## src/rtl/tow_pkg.sv

```systemverilog
// tow_pkg: shared state encoding and constants for the cyber key emulator
package tow_pkg;
  typedef enum logic [1:0] {ST_IDLE, ST_PRESS, ST_GAP} tow_key_state_t;
  localparam int LFSR_TAP_OFFSET = 3;
  localparam logic KEY_RELEASED = 1'b1;
endpackage

```

## src/rtl/tow_lfsr_xnor.sv

```systemverilog
// tow_lfsr_xnor: free-running XNOR Fibonacci LFSR, all-zero reset state
module tow_lfsr_xnor
  import tow_pkg::*;
#(
  parameter int WIDTH = 10
) (
  input  logic             clk,
  input  logic             reset,
  output logic [WIDTH-1:0] q
);
  always_ff @(posedge clk)
    q <= !reset ? '0 : {q[WIDTH-2:0], ~(q[WIDTH-1] ^ q[WIDTH-1-LFSR_TAP_OFFSET])};
endmodule

```

## src/rtl/tow_cyber_key.sv

```systemverilog
// tow_cyber_key: LFSR-triggered emulated key press with guaranteed hold and gap
module tow_cyber_key
  import tow_pkg::*;
#(
  parameter int WIDTH = 10,
  parameter int HOLD  = 2,
  parameter int GAP   = 2
) (
  input  logic             clk,
  input  logic             reset,
  input  logic             enable,
  input  logic [WIDTH-2:0] difficulty,
  output logic             key_n,
  output logic             press,
  output logic             busy,
  output logic [WIDTH-1:0] lfsr_q
);
  localparam int CMAX = HOLD > GAP ? HOLD : GAP;
  localparam int CW = $clog2(CMAX + 1);
  tow_key_state_t state, state_d;
  logic [CW-1:0] cnt, cnt_d;
  logic hit, done;
  tow_lfsr_xnor #(.WIDTH(WIDTH)) u_lfsr (
    .clk  (clk),
    .reset(reset),
    .q    (lfsr_q)
  );
  always_comb begin
    hit = enable && ({1'b0, difficulty} > lfsr_q);
    done = cnt == '0;
    state_d = state;
    cnt_d = done ? cnt : cnt - 1'b1;
    if (state == ST_IDLE && hit) begin
      state_d = ST_PRESS;
      cnt_d = CW'(HOLD - 1);
    end else if (state == ST_PRESS && done) begin
      state_d = ST_GAP;
      cnt_d = CW'(GAP - 1);
    end else if (state == ST_GAP && done) begin
      state_d = ST_IDLE;
    end
  end
  // outputs are registered from the next state so they line up with state
  always_ff @(posedge clk) begin
    if (!reset) begin
      state <= ST_IDLE;
      cnt <= '0;
      key_n <= KEY_RELEASED;
      press <= 1'b0;
      busy <= 1'b0;
    end else begin
      state <= state_d;
      cnt <= cnt_d;
      key_n <= state_d == ST_PRESS ? ~KEY_RELEASED : KEY_RELEASED;
      press <= state == ST_IDLE && state_d == ST_PRESS;
      busy <= state_d != ST_IDLE;
    end
  end
endmodule

```

## config.mk

```make
export PLATFORM = sky130hd
export DESIGN_NAME = tow_cyber_key
export DESIGN_NICKNAME = d
export VERILOG_FILES = /design/src/rtl/tow_pkg.sv /design/src/rtl/tow_lfsr_xnor.sv /design/src/rtl/tow_cyber_key.sv
export SDC_FILE = /design/constraint.sdc
export NUM_CORES = 1
export LEC_CHECK = 0
export ABC_AREA = 1
export CORE_MARGIN = 8
export CORE_UTILIZATION = 48
export CTS_BUF_LIST = sky130_fd_sc_hd__clkbuf_4
export DETAILED_ROUTE_END_ITERATION = 8
export GPL_TIMING_DRIVEN = 0
export PLACE_DENSITY = 0.82
export RECOVER_POWER = 100
export SLEW_MARGIN = 20
export SYNTH_ARGS = -nofsm -noshare
export SYNTH_HDL_FRONTEND = slang
export SYNTH_SLANG_ARGS = --single-unit
```

## constraint.sdc

```tcl
create_clock -name clk -period 1.6 [get_ports clk]
set_input_delay 0.24 -clock clk [delete_from_list [all_inputs] [get_ports clk]]
set_output_delay 0.24 -clock clk [all_outputs]
set_load 0.03 [all_outputs]
```

== After elaboration in Yosys (flattened, before gate mapping) ==
Index checks and enable logic that the tools add are counted.
Word-level totals
  bits in registers: 17
  input bits: 12
  output and inout port bits: 13
  logic and storage cells: 32
Operators by class
  add/subtract/negate cells: 1
  order comparisons: 1
  equality and inequality tests: 4
  muxes and demuxes: 7
  bitwise gates (word level): 3
  reduce and logical (&&, ||, !) cells: 9
Operators by type and width (number)
  9-bit by 10-bit > comparator with 1-bit output: 1
  2-bit 2-to-1 mux: 3
  1-bit logical AND: 5
  2-bit by 1-bit equality test with 1-bit output (second input constant): 2
  2-bit logical NOT: 2
  1-bit 2-to-1 mux: 4
  3-bit by 1-bit inequality test with 1-bit output (second input constant): 1
  3-bit OR reduction: 1
  2-bit equality test (second input constant): 1
  1-bit inverter: 2
  2-bit nonzero test: 1
  2-bit by 1-bit subtractor with 2-bit output (second input constant): 1
  1-bit XOR: 1

== Logic depth before layout (Yosys ltp) ==
  word-level depth: 7
  mapped depth: 11
  mapped depth without buffers: 11

== Cells and area by module ==
Synthesis repeated with hierarchy kept, for this count alone.
Unflattened totals
  cell total of the unflattened synthesis: 118
  area total of the unflattened synthesis: 892.1 um^2
By module, submodules not included
  tow_cyber_key: times used 1, cells an instance 84, area each 586.8 um^2, sequential area each 140.1 um^2
  tow_lfsr_xnor: times used 1, cells an instance 34, area each 305.3 um^2, sequential area each 200.2 um^2

== Worst setup path before layout ==
No wires, ideal clock.
  path kind: register to register
  from: register u_lfsr.q[6]
  to: register key_n
  setup time: 0.111 ns
  data arrival time: 1.421 ns
  data required time: 1.489 ns
  setup slack: 0.067 ns
  cell stages (with the launch flop): 10
  path buffers: 0
  clock period less this slack: 1.533 ns
  cell sequence: dfxtp_1 -> inv_1 -> ha_1 -> nand2_1 -> nor2_4 -> nand3_1 -> nand3_2 -> nand3_4 -> nand2_4 -> nand2_2
On the way
  word-level cells in the longest chain between the ends: 6
Ends and longest elaborated chain
  from (decl): line tow_lfsr_xnor.sv:9  | output logic [WIDTH-1:0] q
  from (signal assigned): line tow_lfsr_xnor.sv:12  | q <= !reset ? '0 : {q[WIDTH-2:0], ~(q[WIDTH-1] ^ q[WIDTH-1-LFSR_TAP_OFFSET])};
  9-bit by 10-bit > comparator with 1-bit output: line tow_cyber_key.sv:29  | hit = enable && ({1'b0, difficulty} > lfsr_q);
  1-bit logical AND: line tow_cyber_key.sv:29
  1-bit logical AND: line tow_cyber_key.sv:33  | if (state == ST_IDLE && hit) begin
  2-bit 2-to-1 mux: line tow_cyber_key.sv:33
  2-bit by 1-bit equality test with 1-bit output: line tow_cyber_key.sv:54  | key_n <= state_d == ST_PRESS ? ~KEY_RELEASED : KEY_RELEASED;
  1-bit 2-to-1 mux: line tow_cyber_key.sv:54
  to (signal assigned): line tow_cyber_key.sv:54
  to (decl): line tow_cyber_key.sv:13  | output logic key_n,
No other way between the ends.
A chain may end at the register's enable or synchronous reset.

== Worst setup path after layout ==
  from: register u_lfsr.q[7]
  to: output lfsr_q[7]
RTL lines
  to (decl): line tow_cyber_key.sv:16  | output logic [WIDTH-1:0] lfsr_q
No word-level cell between the ends.

==> results.json <==
{
  "die_area_sq_um": 3430,
  "endpoint_kind": "primary output",
  "syn_nets": 137,
  "leakage_uw": 0.000593,
  "critical_path.cell_chain": "clkdlybuf4s50_1",
  "ir_drop_v": 0.000854,
  "drt-initial-drc-count": 5,
  "clockPowerShare_pct": 21.4,
  "drc": 0,
  "arrival_ns": 1.32,
  "regToRegEndpoint": "key_n",
  "grt_pass1_vias": 777,
  "die_w_um": 58.6,
  "worstSetupStartpoint": "u_lfsr.q[7]",
  "cts_made_buffers": 3,
  "max_stage_delay_ns": 0.68,
  "p_sw_share_pct": 33.1,
  "fmax_mhz": 640,
  "p_sw_uw": 371,
  "yosysSeqAreaShare_pct": 39.1,
  "worst-path-buf-inv": 1,
  "slew_violations": 0,
  "syn_avg_cell_area_sq_um": 7.57,
  "nets": 166,
  "ys_warn_count": 0,
  "criticalPathCategory": "register to primary output",
  "routedWlPerCell_um": 10.7,
  "antenna_cells_inserted": 0,
  "hpwl_um": 1470,
  "worstMarginPinSlew_ns": 0.440,
  "required_ns": 1.36,
  "rsz0062_at_grt": "no",
  "fin_crit_ns": 1.56,
  "h-tree-depth": 1,
  "outcome": "complete, no violations",
  "grt_max_degree": 11,
  "final-setup-viol-count": 0,
  "maxCapViolCount": 0,
  "hold_depth": 2,
  "fp-row-count": 15,
  "antenna_found_initial": 0,
  "cp_max_fo": 3,
  "slowest_stage": "clkdlybuf4s50_1",
  "comb_power_share_pct": 33.6,
  "clock-sinks": 17,
  "path_depth": 1,
  "p_seq_share_pct": 44.9,
  "drive_above_1_share_pct": 9.79,
  "critPathTopFamily": "buffers and inverters",
  "setup_tns_ns": 0,
  "cts_tree": "built",
  "cp-start-kind": "register",
  "cts_setup_buffers": 0,
  "port_buffers": 24,
  "grt_pass1_wl_um": 3130,
  "track_usage_pct": 11.7,
  "synthCells": 115,
  "netlist_area_sq_um": 871,
  "hp-start": "u_lfsr.q[8]",
  "insertion_delay_ns": 0.28,
  "clock_tree.root_cell": "clkbuf_4",
  "yosys_register_bits": 17,
  "finalWirelength_um": 1800,
  "place_congestion": 0.819,
  "synth.distinct_cells": 19,
  "boundaryPins": 25,
  "holdWs_ns": 0.444,
  "fin_crit_sh_pct": 97.7,
  "power_density_nw_per_um2": 993,
  "viasPerCell": 4.39,
  "start_util_pct": 51.0,
  "intPower_uw": 751,
  "area_delta_synth_final_pct": 29.7,
  "cts_buffer_depth": 2,
  "drtPass1Iterations": 4,
  "grt-ovfl-total": 0,
  "final_hold_viol_count": 0,
  "core_sq_um": 1710,
  "worst_hold_path.endpoint": "u_lfsr.q[9]",
  "r2r_cells": 10,
  "ant_nets": 0,
  "path_clk_slew_ns": 0.09,
  "finalClockSkew_ns": 0.000937,
  "hp-class": "register to register",
  "via_count": 737,
  "r2r_setup_slack_ns": 0.14,
  "cts_hold_buffers": 0,
  "dieHeight_um": 58.6,
  "relSlewSlack_pct": 70.7,
  "worstReg2RegStart": "u_lfsr.q[6]"
}
==> state kept, by name, indices dropped and copies added, names as in the netlist <==
signal	cells
key_n	1
cnt	2
press	1
busy	1
state	2
u_lfsr.q	10
==> area by class of cell <==
class | instances | area (sq um)
fillers | 160 | 578
clock buffers | 4 | 30.0
flip-flops and latches | 17 | 340
repair buffers | 24 | 199
plain buffers | 1 | 3.75
multi-input cells | 65 | 405
inverters | 32 | 120
well taps | 25 | 31.3
==> what timing repair did <==
| action | in CTS | in global routing |
|---|---|---|
| setup endpoints to repair | 3 | 6 |
| resized for setup | 3 | 6 |
| pin swaps | 0 | 0 |
==> cells in the final DEF, fill, tap and decap left out, drive strengths merged <==
master / n
inv: 32
dlygate4sd2: 3
nor2: 5
nand2: 33
ha: 10
o21ai: 3
nand3b: 2
nand3: 7
dfxtp: 17
dlygate4sd3: 1
a21boi: 1
clkbuf: 11
clkdlybuf4s50: 14
a21oi: 3
or2: 1
==> power by group through the flow <==
stage,registers (uW),logic [uW],clock network [uW]
after global placement,512,360,0
after floorplan,556,214,0
after global routing,509,426,263
after CTS,505,386,247
final,504,377,241
after detailed placement,515,379,0
==> synth_stat cells (all sizes together) <==
cell type	n	area (sq um)
nor2	5	28.8
or2	1	6.26
a21boi	1	11.3
nand3b	2	15.0
ha	10	125
dfxtp	17	340
nand3	7	52.6
o21ai	3	15.0
inv	32	120
nand2	33	136
a21oi	3	15.0
buf	1	5.00
==> through the flow <==
| step | setup WS, ns | cells | instance area (sq um) | power, uW | utilization [%] |
|---|---|---|---|---|---|
| 2_1_floorplan | 0.0675 | 115 | 871 | 770 | - |
| 3_3_place_gp | -0.0893 | 164 | 1140 | 872 | 66.9 |
| 3_5_place_dp | -0.129 | 164 | 1140 | 894 | 66.9 |
| 4_1_cts | 0.00381 | 168 | 1170 | 1140 | 68.4 |
| 5_1_grt | 0.00172 | 168 | 1130 | 1200 | 66.2 |
| 6_report | 0.0367 | 168 | 1130 | 1120 | 66.2 |
==> worst max path at each step <==
stage                     end  slack (ns)
detailed placement      key_n       -0.13
CTS                 lfsr_q[0]       0.004
global route            key_n       0.002
finish              lfsr_q[7]        0.04
global placement        key_n       -0.09
floorplan               key_n        0.07
==> kinds of logic after synthesis <==
logic type / Yosys count / synth area share, %
and+or+nand+nor: 48 / 27.4
buffers and inverters: 33 / 14.4
DFF: 17 / 39.1
adders and majority gates: 10 / 14.4
AOI/OAI and AO/OA: 7 / 4.74
==> per-layer routing <==
layer  GRT usage, %  vias to the layer above  share of wire [%]
met2           21.3                       16                 51
met4           8.19                        0                2.2
met1           11.7                      319                 42
li1               -                      400                  -
met3           2.39                        2                4.2
met5              0                        -                  0
Note: power is estimated with default switching activity, not from simulation.
